File: src/rtl/regfile_wb_arbiter_if.sv
// ---------------------------------------------------------------------------
// regfile_wb_arbiter_if
// Bundle of the two writeback request channels and the register-file write
// port served by regfile_wb_arbiter.
//   alu_valid/alu_reg/alu_data  -> ALU writeback request, alu_ready <- grant
//   mdu_valid/mdu_reg/mdu_data  -> MDU writeback request, mdu_ready <- grant
//   WB/writeReg/writeData       <- registered register-file write port
//   wb_src                      <- source of the current WB pulse (0 ALU, 1 MDU)
//   mdu_stall_cnt               <- saturating count of blocked MDU cycles
// master: the side presenting requests; slave: the arbiter.
// ---------------------------------------------------------------------------
interface regfile_wb_arbiter_if #(
    parameter int DATA_W = 32,
    parameter int ADDR_W = 5,
    parameter int CNT_W  = 16
);
    logic              alu_valid;
    logic [ADDR_W-1:0] alu_reg;
    logic [DATA_W-1:0] alu_data;
    logic              alu_ready;
    logic              mdu_valid;
    logic [ADDR_W-1:0] mdu_reg;
    logic [DATA_W-1:0] mdu_data;
    logic              mdu_ready;
    logic              WB;
    logic [ADDR_W-1:0] writeReg;
    logic [DATA_W-1:0] writeData;
    logic              wb_src;
    logic [CNT_W-1:0]  mdu_stall_cnt;

    modport master (
        output alu_valid, alu_reg, alu_data, mdu_valid, mdu_reg, mdu_data,
        input  alu_ready, mdu_ready, WB, writeReg, writeData, wb_src, mdu_stall_cnt
    );

    modport slave (
        input  alu_valid, alu_reg, alu_data, mdu_valid, mdu_reg, mdu_data,
        output alu_ready, mdu_ready, WB, writeReg, writeData, wb_src, mdu_stall_cnt
    );
endinterface

File: src/rtl/regfile_wb_arbiter.sv
// ---------------------------------------------------------------------------
// regfile_wb_arbiter
// Shares the single register-file write port between the ALU pipeline
// (fixed priority) and the multi-cycle MDU. An aging counter hands priority
// to the MDU once it has been blocked AGE_LIMIT consecutive cycles; priority
// returns to the ALU after the MDU transfer (or if the MDU withdraws).
// Ports:
//   clk    rising-edge clock
//   rst_n  asynchronous active-low reset
//   bus    regfile_wb_arbiter_if.slave: request channels (ready is
//          combinational from state and the valids only), registered write
//          port WB/writeReg/writeData/wb_src, and mdu_stall_cnt.
// Widths on the interface instance must match DATA_W/ADDR_W/CNT_W here.
// ---------------------------------------------------------------------------
module regfile_wb_arbiter #(
    parameter int DATA_W    = 32,
    parameter int ADDR_W    = 5,
    parameter int AGE_LIMIT = 4,
    parameter int CNT_W     = 16
) (
    input  logic                  clk,
    input  logic                  rst_n,
    regfile_wb_arbiter_if.slave   bus
);

    typedef enum logic {
        ST_NORMAL = 1'b0,
        ST_AGED   = 1'b1
    } state_t;

    localparam logic [3:0]        AGE_LIM_C = 4'(AGE_LIMIT);
    localparam logic [CNT_W-1:0]  CNT_MAX_C = {CNT_W{1'b1}};
    localparam logic [CNT_W-1:0]  CNT_ONE_C = {{(CNT_W-1){1'b0}}, 1'b1};
    localparam logic [ADDR_W-1:0] REG_ZERO  = {ADDR_W{1'b0}};

    state_t              state_q, state_d;
    logic [3:0]          age_q, age_d;
    logic                wb_q, wb_d;
    logic [ADDR_W-1:0]   write_reg_q, write_reg_d;
    logic [DATA_W-1:0]   write_data_q, write_data_d;
    logic                wb_src_q, wb_src_d;
    logic [CNT_W-1:0]    stall_cnt_q, stall_cnt_d;

    logic                alu_ready_s, mdu_ready_s;
    logic                alu_xfer_s, mdu_xfer_s, mdu_blocked_s;

    // Grant: the priority owner is always ready, the other side only while the owner is idle.
    always_comb begin
        alu_ready_s = 1'b1;
        mdu_ready_s = 1'b0;
        case (state_q)
            ST_NORMAL: begin
                alu_ready_s = 1'b1;
                mdu_ready_s = !bus.alu_valid;
            end
            ST_AGED: begin
                mdu_ready_s = 1'b1;
                alu_ready_s = !bus.mdu_valid;
            end
            default: begin
                alu_ready_s = 1'b1;
                mdu_ready_s = !bus.alu_valid;
            end
        endcase
    end

    assign alu_xfer_s    = bus.alu_valid & alu_ready_s;
    assign mdu_xfer_s    = bus.mdu_valid & mdu_ready_s;
    assign mdu_blocked_s = bus.mdu_valid & ~mdu_ready_s;

    // Priority state and aging counter; age only advances while MDU is blocked in NORMAL.
    always_comb begin
        state_d = state_q;
        age_d   = age_q;
        case (state_q)
            ST_NORMAL: begin
                if (!bus.mdu_valid || mdu_xfer_s) begin
                    age_d = 4'd0;
                end else if (mdu_blocked_s) begin
                    age_d = age_q + 4'd1;
                    if ((age_q + 4'd1) == AGE_LIM_C) begin
                        state_d = ST_AGED;
                    end else begin
                        state_d = ST_NORMAL;
                    end
                end else begin
                    age_d = age_q;
                end
            end
            ST_AGED: begin
                // Withdrawal of mdu_valid also drops priority so ALU is never starved.
                if (mdu_xfer_s || !bus.mdu_valid) begin
                    state_d = ST_NORMAL;
                    age_d   = 4'd0;
                end else begin
                    state_d = ST_AGED;
                end
            end
            default: begin
                state_d = ST_NORMAL;
                age_d   = 4'd0;
            end
        endcase
    end

    // Write port: a transfer loads address/data/source; WB is suppressed for register 0.
    always_comb begin
        wb_d         = 1'b0;
        write_reg_d  = write_reg_q;
        write_data_d = write_data_q;
        wb_src_d     = wb_src_q;
        if (alu_xfer_s) begin
            wb_d         = (bus.alu_reg != REG_ZERO);
            write_reg_d  = bus.alu_reg;
            write_data_d = bus.alu_data;
            wb_src_d     = 1'b0;
        end else if (mdu_xfer_s) begin
            wb_d         = (bus.mdu_reg != REG_ZERO);
            write_reg_d  = bus.mdu_reg;
            write_data_d = bus.mdu_data;
            wb_src_d     = 1'b1;
        end else begin
            wb_d = 1'b0;
        end
    end

    // Saturating statistics counter of blocked MDU cycles.
    always_comb begin
        if (mdu_blocked_s && (stall_cnt_q != CNT_MAX_C)) begin
            stall_cnt_d = stall_cnt_q + CNT_ONE_C;
        end else begin
            stall_cnt_d = stall_cnt_q;
        end
    end

    // All state and registered outputs.
    always_ff @(posedge clk or negedge rst_n) begin
        if (!rst_n) begin
            state_q      <= ST_NORMAL;
            age_q        <= 4'd0;
            wb_q         <= 1'b0;
            write_reg_q  <= {ADDR_W{1'b0}};
            write_data_q <= {DATA_W{1'b0}};
            wb_src_q     <= 1'b0;
            stall_cnt_q  <= {CNT_W{1'b0}};
        end else begin
            state_q      <= state_d;
            age_q        <= age_d;
            wb_q         <= wb_d;
            write_reg_q  <= write_reg_d;
            write_data_q <= write_data_d;
            wb_src_q     <= wb_src_d;
            stall_cnt_q  <= stall_cnt_d;
        end
    end

    assign bus.alu_ready     = alu_ready_s;
    assign bus.mdu_ready     = mdu_ready_s;
    assign bus.WB            = wb_q;
    assign bus.writeReg      = write_reg_q;
    assign bus.writeData     = write_data_q;
    assign bus.wb_src        = wb_src_q;
    assign bus.mdu_stall_cnt = stall_cnt_q;

endmodule

File: src/flat_wrapper.sv
// flat-port wrapper written by rule: the top's interface ports become plain ports
module regfile_wb_arbiter_flat 
#(
    parameter int DATA_W    = 32,
    parameter int ADDR_W    = 5,
    parameter int AGE_LIMIT = 4,
    parameter int CNT_W     = 16
)
  (clk, rst_n, bus_alu_valid, bus_alu_reg, bus_alu_data, bus_mdu_valid, bus_mdu_reg, bus_mdu_data, bus_alu_ready, bus_mdu_ready, bus_WB, bus_writeReg, bus_writeData, bus_wb_src, bus_mdu_stall_cnt);
  regfile_wb_arbiter_if #(.DATA_W(DATA_W), .ADDR_W(ADDR_W), .CNT_W(CNT_W)) bus_i ();
  input  logic clk;
  input  logic rst_n;
  input wire logic [$bits(bus_i.alu_valid)-1:0] bus_alu_valid;
  input wire logic [$bits(bus_i.alu_reg)-1:0] bus_alu_reg;
  input wire logic [$bits(bus_i.alu_data)-1:0] bus_alu_data;
  input wire logic [$bits(bus_i.mdu_valid)-1:0] bus_mdu_valid;
  input wire logic [$bits(bus_i.mdu_reg)-1:0] bus_mdu_reg;
  input wire logic [$bits(bus_i.mdu_data)-1:0] bus_mdu_data;
  output wire logic [$bits(bus_i.alu_ready)-1:0] bus_alu_ready;
  output wire logic [$bits(bus_i.mdu_ready)-1:0] bus_mdu_ready;
  output wire logic [$bits(bus_i.WB)-1:0] bus_WB;
  output wire logic [$bits(bus_i.writeReg)-1:0] bus_writeReg;
  output wire logic [$bits(bus_i.writeData)-1:0] bus_writeData;
  output wire logic [$bits(bus_i.wb_src)-1:0] bus_wb_src;
  output wire logic [$bits(bus_i.mdu_stall_cnt)-1:0] bus_mdu_stall_cnt;
  assign bus_i.alu_valid = bus_alu_valid;
  assign bus_i.alu_reg = bus_alu_reg;
  assign bus_i.alu_data = bus_alu_data;
  assign bus_i.mdu_valid = bus_mdu_valid;
  assign bus_i.mdu_reg = bus_mdu_reg;
  assign bus_i.mdu_data = bus_mdu_data;
  assign bus_alu_ready = bus_i.alu_ready;
  assign bus_mdu_ready = bus_i.mdu_ready;
  assign bus_WB = bus_i.WB;
  assign bus_writeReg = bus_i.writeReg;
  assign bus_writeData = bus_i.writeData;
  assign bus_wb_src = bus_i.wb_src;
  assign bus_mdu_stall_cnt = bus_i.mdu_stall_cnt;
  regfile_wb_arbiter #(.DATA_W(DATA_W), .ADDR_W(ADDR_W), .AGE_LIMIT(AGE_LIMIT), .CNT_W(CNT_W)) u_core (.clk(clk), .rst_n(rst_n), .bus(bus_i));
endmodule
File: config.mk
export PLATFORM = sky130hd
export DESIGN_NAME = regfile_wb_arbiter_flat
export DESIGN_NICKNAME = d
export VERILOG_FILES = /design/src/rtl/regfile_wb_arbiter_if.sv /design/src/rtl/regfile_wb_arbiter.sv /design/src/flat_wrapper.sv
export SDC_FILE = /design/constraint.sdc
export NUM_CORES = 1
export LEC_CHECK = 0
export BUFFER_PORTS_ARGS = -buffer_cell sky130_fd_sc_hd__buf_2
export CORE_ASPECT_RATIO = 1.4
export CORE_UTILIZATION = 23
export CTS_CLUSTER_DIAMETER = 60
export DETAILED_ROUTE_END_ITERATION = 7
export PLACE_DENSITY = 0.44
export SLEW_MARGIN = 10
export SYNTH_ARGS = -nofsm -noshare
export SYNTH_HDL_FRONTEND = slang
export SYNTH_SLANG_ARGS = --single-unit
File: constraint.sdc
create_clock -name clk -period 5.3 [get_ports clk]
set_input_delay 0.795 -clock clk [delete_from_list [all_inputs] [get_ports clk]]
set_output_delay 0.795 -clock clk [all_outputs]
set_load 0.01 [all_outputs]
**After elaboration in Yosys (flattened, before gate mapping)**

Cells that the tools add are included.

- Add/subtract/negate cells: 2
- Multipliers: 0
- Divide/modulo/power cells: 0
- Order comparisons: 0
- Equality and inequality tests: 4
- Shifts and indexed selects: 0
- Multiplexer cells: 19
- Bitwise logic cells: 5
- Reduce and logical (&&, ||, !) cells: 8

Operators with widths:

| kind | number |
|---|---|
| $mux 32 | 2 |
| $add 16x1->16 const B | 1 |
| $ne 16x16->1 const B | 1 |
| $mux 4 | 3 |
| $mux 5 | 2 |
| $reduce_bool 5->1 | 2 |
| $mux 1 | 8 |
| $pmux 4 s2 | 1 |
| $pmux 1 s2 | 3 |
| $add 4x1->4 const B | 1 |
| $eq 4x3->1 const B | 1 |
| $and 1x1->1 | 3 |
| $ne 3x1->1 const B | 1 |
| $logic_not 1->1 | 2 |
| $ne 2x2->1 const B | 1 |
| $not 1->1 | 2 |
| $reduce_and 2->1 | 1 |
| $reduce_bool 2->1 | 1 |
| $logic_and 1x1->1 | 1 |
| $logic_or 1x1->1 | 1 |

- Flip-flop bits (word level): 60
- Bits in latches: 0
- Bits in writable memories: 0
- ROM bits: 0
- Bits of input ports: 78
- Output and inout port bits: 57
- Logic and storage cells: 45
- Memories: 0

**Logic depth before layout (Yosys ltp)**

Gate-level depths: netlist (run 1).

- Depth in word-level cells: 7
- Gate-level depth with buffers: 6
- Mapped depth without buffers: 5

**Least setup slack after synthesis (run 1)**

No wires, ideal clock.

- Path type: input-to-reg
- Start point: in bus_mdu_valid
- End point: reg u_core.write_data_q[10], in the netlist u_core.bus.writeData[10]
- Library setup time: 0.137 ns
- Arrival time: 1.718 ns
- Data required time: 5.163 ns
- Slack: 3.445 ns
- Cell stages on the path: 6
- Buffers on the path: 2
- Cell sequence: nand2_1 > and2_1 > buf_4 > buf_2 > mux2i_1 > a21oi_1

- Word-level cells in the longest chain between the ends: 4
- Elaborated cells between the ends (all ways): 6
- Those cells by class: mux (2); bitwise (2); reduce/logical (2)

RTL lines:

| what | line | source |
|---|---|---|
| start, declared | flat_wrapper.sv:16 | `input wire logic [$bits(bus_i.mdu_valid)-1:0] bus_mdu_valid;` |
| $logic_not 1->1 | regfile_wb_arbiter.sv:58 | `alu_ready_s = !bus.mdu_valid;` |
| $pmux 1 s2 | regfile_wb_arbiter.sv:51 | `case (state_q)` |
| $and 1x1->1 | regfile_wb_arbiter.sv:67 | `assign alu_xfer_s = bus.alu_valid & alu_ready_s;` |
| $mux 32 / $reduce_bool 2->1 (equally long branches) | -- |  |
| end signal, assigned | regfile_wb_arbiter.sv:143 | `write_data_q <= {DATA_W{1'b0}};` |
| end signal, assigned | regfile_wb_arbiter.sv:151 | `write_data_q <= write_data_d;` |
| end, declared | regfile_wb_arbiter.sv:40 | `logic [DATA_W-1:0] write_data_q, write_data_d;` |

Several ways; a longest one is shown, not always the timed one.
A chain may end at the register's enable or synchronous reset.

**Final worst setup path (run 1)**

- Start point: in bus_mdu_valid
- End point: reg u_core.write_data_q[12], in the netlist u_core.bus.writeData[12]

Same word-level chain as after synthesis.

==> results.json, run 1 <==
{
  "syn_area_um2": 2800,
  "drive_gt1_share_pct": 39.3,
  "ys_top_cells_by_area": "dfrtp_1, mux2i_1, a21oi_1",
  "p_leak_nw": 1.99,
  "port_buffers": 134,
  "max_slew.worst_pin.slew_ps": 1140,
  "synthArstFlopShare_pct": 100,
  "drc": 0,
  "cts.sinks": 60,
  "dp_slack_ps": 2740,
  "io_pins": 135,
  "worstPathMaxFanout": 36,
  "synthFlopType": "dfrtp_1",
  "drtAntennaViolNets": 0,
  "final_common_cell": "buf_2",
  "setup_ws_ps": 3140,
  "syn-num-nets": 343,
  "r2r-end": "u_core.bus.mdu_stall_cnt[1]",
  "grtUsageTotal_pct": 12.2,
  "clockBufferDepth": 2,
  "hold_violations": 0,
  "die_w_um": 95.3,
  "end_kind": "register",
  "ys_ff_latch": 60,
  "cp.required_ps": 5470,
  "start_util_pct": 23.7,
  "cts_tree": "done",
  "grt_pass1_wl_um": 11700,
  "setup-tns-final_ps": 0,
  "crit_type": "in -> reg",
  "seq_area_frac_synth_pct": 53.6,
  "synth_edf_count": 0,
  "drt_iter0_markers": 47,
  "startpoint_type": "input port",
  "hold_buffers": 0,
  "reg2reg_slack_ps": 3300,
  "most-common-layout-cells": "buf_2, dfrtp_1, nor2_1, mux2i_1, a21oi_1",
  "numCtsBuffers": 9,
  "hp-class": "reg -> reg",
  "grt_antenna_before_repair": 1,
  "fmax_mhz": 464,
  "post-cts-setup-buffer-count": 0,
  "drt-vias-per-instance": 4.40,
  "post_cts_resized": 0,
  "status": "finished, final reports clean",
  "postSynthAreaPerCell_um2": 10.7,
  "power.density_nw_per_um2": 370,
  "drt_wl_total_um": 7410,
  "coreArea_um2": 11800,
  "final_nets": 477,
  "crit_start": "bus_mdu_valid",
  "synthDistinctLibCells": 35,
  "reg2reg_depth": 5,
  "yosysTopAreaCellShare_pct": 53.6,
  "grt_overflow": 0,
  "worstPathArrival_ps": 2320,
  "finalMaxSlewViolations": 0,
  "ir_worst_vdd_v": 0.000150,
  "grt_setup_unrepaired": "false",
  "grt_pass1_vias": 2459,
  "clk_pin_slew_ps": 50,
  "fin_skew_ps": 8.86,
  "syn2layout_area_growth_pct": 41.1,
  "syn-instance-count": 263,
  "r2r_start": "u_core.bus.mdu_stall_cnt[0]",
  "clk_latency_ps": 320,
  "die_area_um2": 12600,
  "synth_largest_area_cell": "dfrtp_1",
  "ys_warn_count": 0,
  "cts.htree.levels": 3,
  "dr.pass1.iters": 4,
  "period_minus_slack_ps": 2160,
  "die_y_um": 133,
  "clockRootBuffer": "clkbuf_16",
  "post_drt_wl_per_cell_um": 13.5,
  "via_count": 2420,
  "rows": 47,
  "drv_cap": 0,
  "fillerInstances": 1255,
  "fin_crit_sh_pct": 40.7,
  "grt_start_max_net_pins": 71,
  "slew_headroom_pct": 23.8,
  "globalplace.congestion": 0.765,
  "cp-endpoint": "u_core.bus.writeData[12]",
  "setup_viol": 0,
  "dp.final_hpwl_um": 5300
}
final cells by class:
| class | instances | area, um^2 | area share (%) |
|---|---|---|---|
| Sequential cell | 60 | 1500 | 38.0 |
| Multi-Input combinational cell | 188 | 1240 | 31.3 |
| Timing Repair Buffer | 136 | 686 | 17.3 |
| Clock buffer | 12 | 236 | 5.98 |
| Tap cell | 147 | 184 | 4.65 |
| Clock inverter | 4 | 97.6 | 2.47 |
| Inverter | 2 | 7.51 | 0.190 |
| Antenna cell | 1 | 2.50 | 0.0633 |
logic make-up (layout without fill, tap and decap cells):
kind of cell	count (synthesis)	count (layout)	synth area share [%]
other	0	1	0
AO/OA/AOI/OAI	42	42	7.82
multiplexers	38	38	13.8
adder cells (fa/ha/maj)	2	2	0.893
buffers and inverters	15	154	2.28
AND/OR/NAND/NOR	90	90	16.6
XOR/XNOR	16	16	5.00
flip-flops	60	60	53.6
through the flow:
stage / cells / instance area (um^2) / util [%] / hold slack, ps / power, W
2_1_floorplan: 263 / 2800 / - / 433 / 0.000694
3_3_place_gp: 533 / 3620 / 30.6 / 459 / 0.000816
3_5_place_dp: 533 / 3620 / 30.6 / 454 / 0.000821
4_1_cts: 549 / 3950 / 33.4 / 466 / 0.00150
5_1_grt: 549 / 3950 / 33.4 / 495 / 0.00155
6_report: 550 / 3950 / 33.4 / 465 / 0.00146
power breakdown:
group | internal, W | total [W] | switching, W
combinational | 0.000115 | 0.000242 | 0.000127
sequential | 0.000515 | 0.000566 | 0.0000508
clock | 0.000459 | 0.000657 | 0.000197
cell usage after synthesis (3+ instances only):
library cell	instances
and3_1	3
nor2_1	45
xnor2_1	3
and2_1	3
nand3_1	4
a21oi_1	35
nand4_1	4
nand2_1	7
o21ai_0	3
nor4_1	4
dfrtp_1	60
clkbuf_1	9
buf_2	3
xor2_1	13
nor3b_1	3
mux2i_1	35
nor3_1	5
sequential cells by signal (all words and copies together) (netlist names):
register and count:
u_core.bus.wb_src 1, u_core.state_q 1, u_core.age_q 4, u_core.bus.mdu_stall_cnt 16
u_core.bus.writeReg 5, u_core.bus.writeData 32, u_core.bus.WB 1
critical path: stages:
cell and delay (ps):
buf_2 140, nand2_1 80, and2_2 910, mux2i_1 290, a21oi_1 90
how the worst min path moves through the flow:
stage                          from        endpoint  slack (ps)  cells past startpoint
global route        u_core.age_q[3]  u_core.state_q         490                      1
global placement    u_core.age_q[3]  u_core.state_q         460                      1
CTS                 u_core.age_q[3]  u_core.state_q         470                      1
detailed placement  u_core.age_q[3]  u_core.state_q         450                      1
floorplan           u_core.age_q[3]  u_core.state_q         430                      1
finish              u_core.age_q[3]  u_core.state_q         460                      1
per-layer routing:
layer	track usage, %	up-vias	part of all wire, %
li1	-	1200	-
met1	13.6	1113	40
met2	20.0	93	48
met3	3.91	14	9.3
met4	7.24	0	2.5
met5	0	-	0
(Power assumes the default switching activity.)
==> run 2: changes to the inputs <==
- clock period: 5.3 -> 2 ns (I/O delays scaled with it)
==> run 2 against run 1 <==
Hold slack worse by 220 ps. Power up 140%. Count of clock-buffer cells in the layout down 1. Combinational power rose to 2.7 times the previous value. Routed wire length down 4.1%. Critical endpoint is now u_core.bus.mdu_stall_cnt[5]. Largest power group is now sequential cells.
==> results.json, run 2 (synthesis results as in run 1) <==
{
  "status": "finished, final reports clean",
  "finalMaxSlewViolations": 0,
  "startpoint_type": "register",
  "reg2reg_slack_ps": 250,
  "cp_cell_sequence": "ha_1 -> nand4_1 -> nor4_4 -> buf_4 -> nor3_1 -> xor2_1",
  "end_kind": "register",
  "start_util_pct": 23.7,
  "dpl_cell_area_um2": 3670,
  "crit_type": "reg -> reg",
  "syn2layout_area_growth_pct": 40.7,
  "grt_pass1_vias": 2334,
  "drtAntennaViolNets": 0,
  "cp.required_ps": 2190,
  "cts.sinks": 60,
  "clockRootBuffer": "clkbuf_16",
  "dp_slack_ps": 277,
  "rows": 47,
  "hold_violations": 0,
  "fin_crit_sh_pct": 87.3,
  "ir_worst_vdd_v": 0.000427,
  "drv_cap": 0,
  "grt_overflow": 0,
  "port_buffers": 134,
  "coreArea_um2": 11800,
  "cts.htree.levels": 3,
  "post-cts-setup-buffer-count": 0,
  "via_count": 2392,
  "drive_gt1_share_pct": 40.0,
  "drt_iter0_markers": 69,
  "drc": 0,
  "grtUsageTotal_pct": 11.7,
  "max_slew.worst_pin.slew_ps": 619,
  "hp-class": "in -> reg",
  "critPathMaxStageDelay_ps": 400,
  "clockBufferDepth": 2,
  "power.density_nw_per_um2": 887,
  "worstPathMaxFanout": 6,
  "cts_tree": "done",
  "globalplace.congestion": 0.840,
  "worstPathArrival_ps": 1930,
  "fin_skew_ps": 8.73,
  "reg2reg_depth": 6,
  "crit_path_top_delay_cell": "dfrtp_1",
  "die_area_um2": 12600,
  "cp-endpoint": "u_core.bus.mdu_stall_cnt[5]",
  "slew_headroom_pct": 58.7,
  "post_drt_wl_per_cell_um": 12.9,
  "grt_setup_unrepaired": "false",
  "grt_pass1_wl_um": 11200,
  "r2r_start": "u_core.bus.mdu_stall_cnt[0]",
  "period_minus_slack_ps": 1750,
  "largest_reg_flops": 32,
  "numCtsBuffers": 9,
  "grt_antenna_before_repair": 1,
  "drt-vias-per-instance": 4.33,
  "post_cts_resized": 0,
  "die_w_um": 95.3,
  "setup_ws_ps": 254,
  "p_leak_nw": 2.00,
  "die_y_um": 133,
  "setup_viol": 0,
  "crit_start": "u_core.bus.mdu_stall_cnt[0]",
  "drt_wl_total_um": 7110,
  "final_nets": 482,
  "io_pins": 135,
  "most-common-layout-cells": "buf_2, dfrtp_1, nor2_1, mux2i_1, a21oi_1",
  "setup-tns-final_ps": 0,
  "clk_latency_ps": 320,
  "dr.pass1.iters": 4,
  "fmax_mhz": 573,
  "hold_buffers": 1,
  "dp.final_hpwl_um": 5330,
  "final_common_cell": "buf_2",
  "fin_area_um2": 3940,
  "clk_pin_slew_ps": 50,
  "fin_util_pct": 33.3,
  "grt_start_max_net_pins": 67,
  "power_w": 0.00350,
  "r2r-end": "u_core.bus.mdu_stall_cnt[5]"
}
-- run 2: cell count changes in the layout (fill, tap and decap cells not counted), sizes merged --
cell | previous run | this run
dlygate4sd3 | 0 | 1
clkinv | 0 | 3
buf | 136 | 140
clkinvlp | 1 | 0
bufinv | 3 | 0
clkbuf | 12 | 11
-- run 2: worst min-delay path by stage --
stage / slack [ps] / end / cells past startpoint / from
2_1_floorplan: 4 / u_core.age_q[0] / 0 / rst_n
3_3_place_gp: 340 / u_core.bus.mdu_stall_cnt[10] / 2 / rst_n
3_5_place_dp: 340 / u_core.bus.mdu_stall_cnt[10] / 2 / rst_n
4_1_cts: 240 / u_core.bus.writeReg[4] / 3 / bus_alu_reg[4]
5_1_grt: 260 / u_core.bus.WB / 3 / bus_alu_reg[3]
6_report: 250 / u_core.bus.writeReg[4] / 3 / bus_alu_reg[4]
-- run 2: stage by stage --
step / std cells / hold slack (ps)
after floorplan: 263 / 4.41
after global placement: 537 / 342
after detailed placement: 537 / 338
after CTS: 552 / 236
after global routing: 552 / 261
final: 553 / 249
-- run 2: layer usage --
layer  up-vias  global-route usage, %  share of wire, %
met3         9                   3.39               7.6
met1      1086                   13.0                41
li1       1204                      -                 -
met4         0                   5.13               1.6
met2        93                   20.2                50
met5         -                      0                 0
-- run 2: cell type report --
cell class	count	area [um^2]
Fill cell	1258	7880
Inverter	2	7.51
Clock buffer	11	243
Multi-Input combinational cell	188	1240
Tap cell	147	184
Clock inverter	3	15.0
Timing Repair Buffer	141	751
Antenna cell	1	2.50
Sequential cell	60	1500
-- run 2: worst max-delay path: cells and delay by family, from the launching register on --
kind	cells	cell delay, ps
AND/OR/NAND/NOR	3	620
flip-flops	1	400
adder cells (fa/ha/maj)	1	220
buffers and inverters	1	210
XOR/XNOR	1	170
-- run 2: report_power, final --
part	leakage, nW	internal, W	switching (W)
Clock	0.131	0.000849	0.000495
Sequential	0.715	0.00137	0.000133
Combinational	1.15	0.000313	0.000340
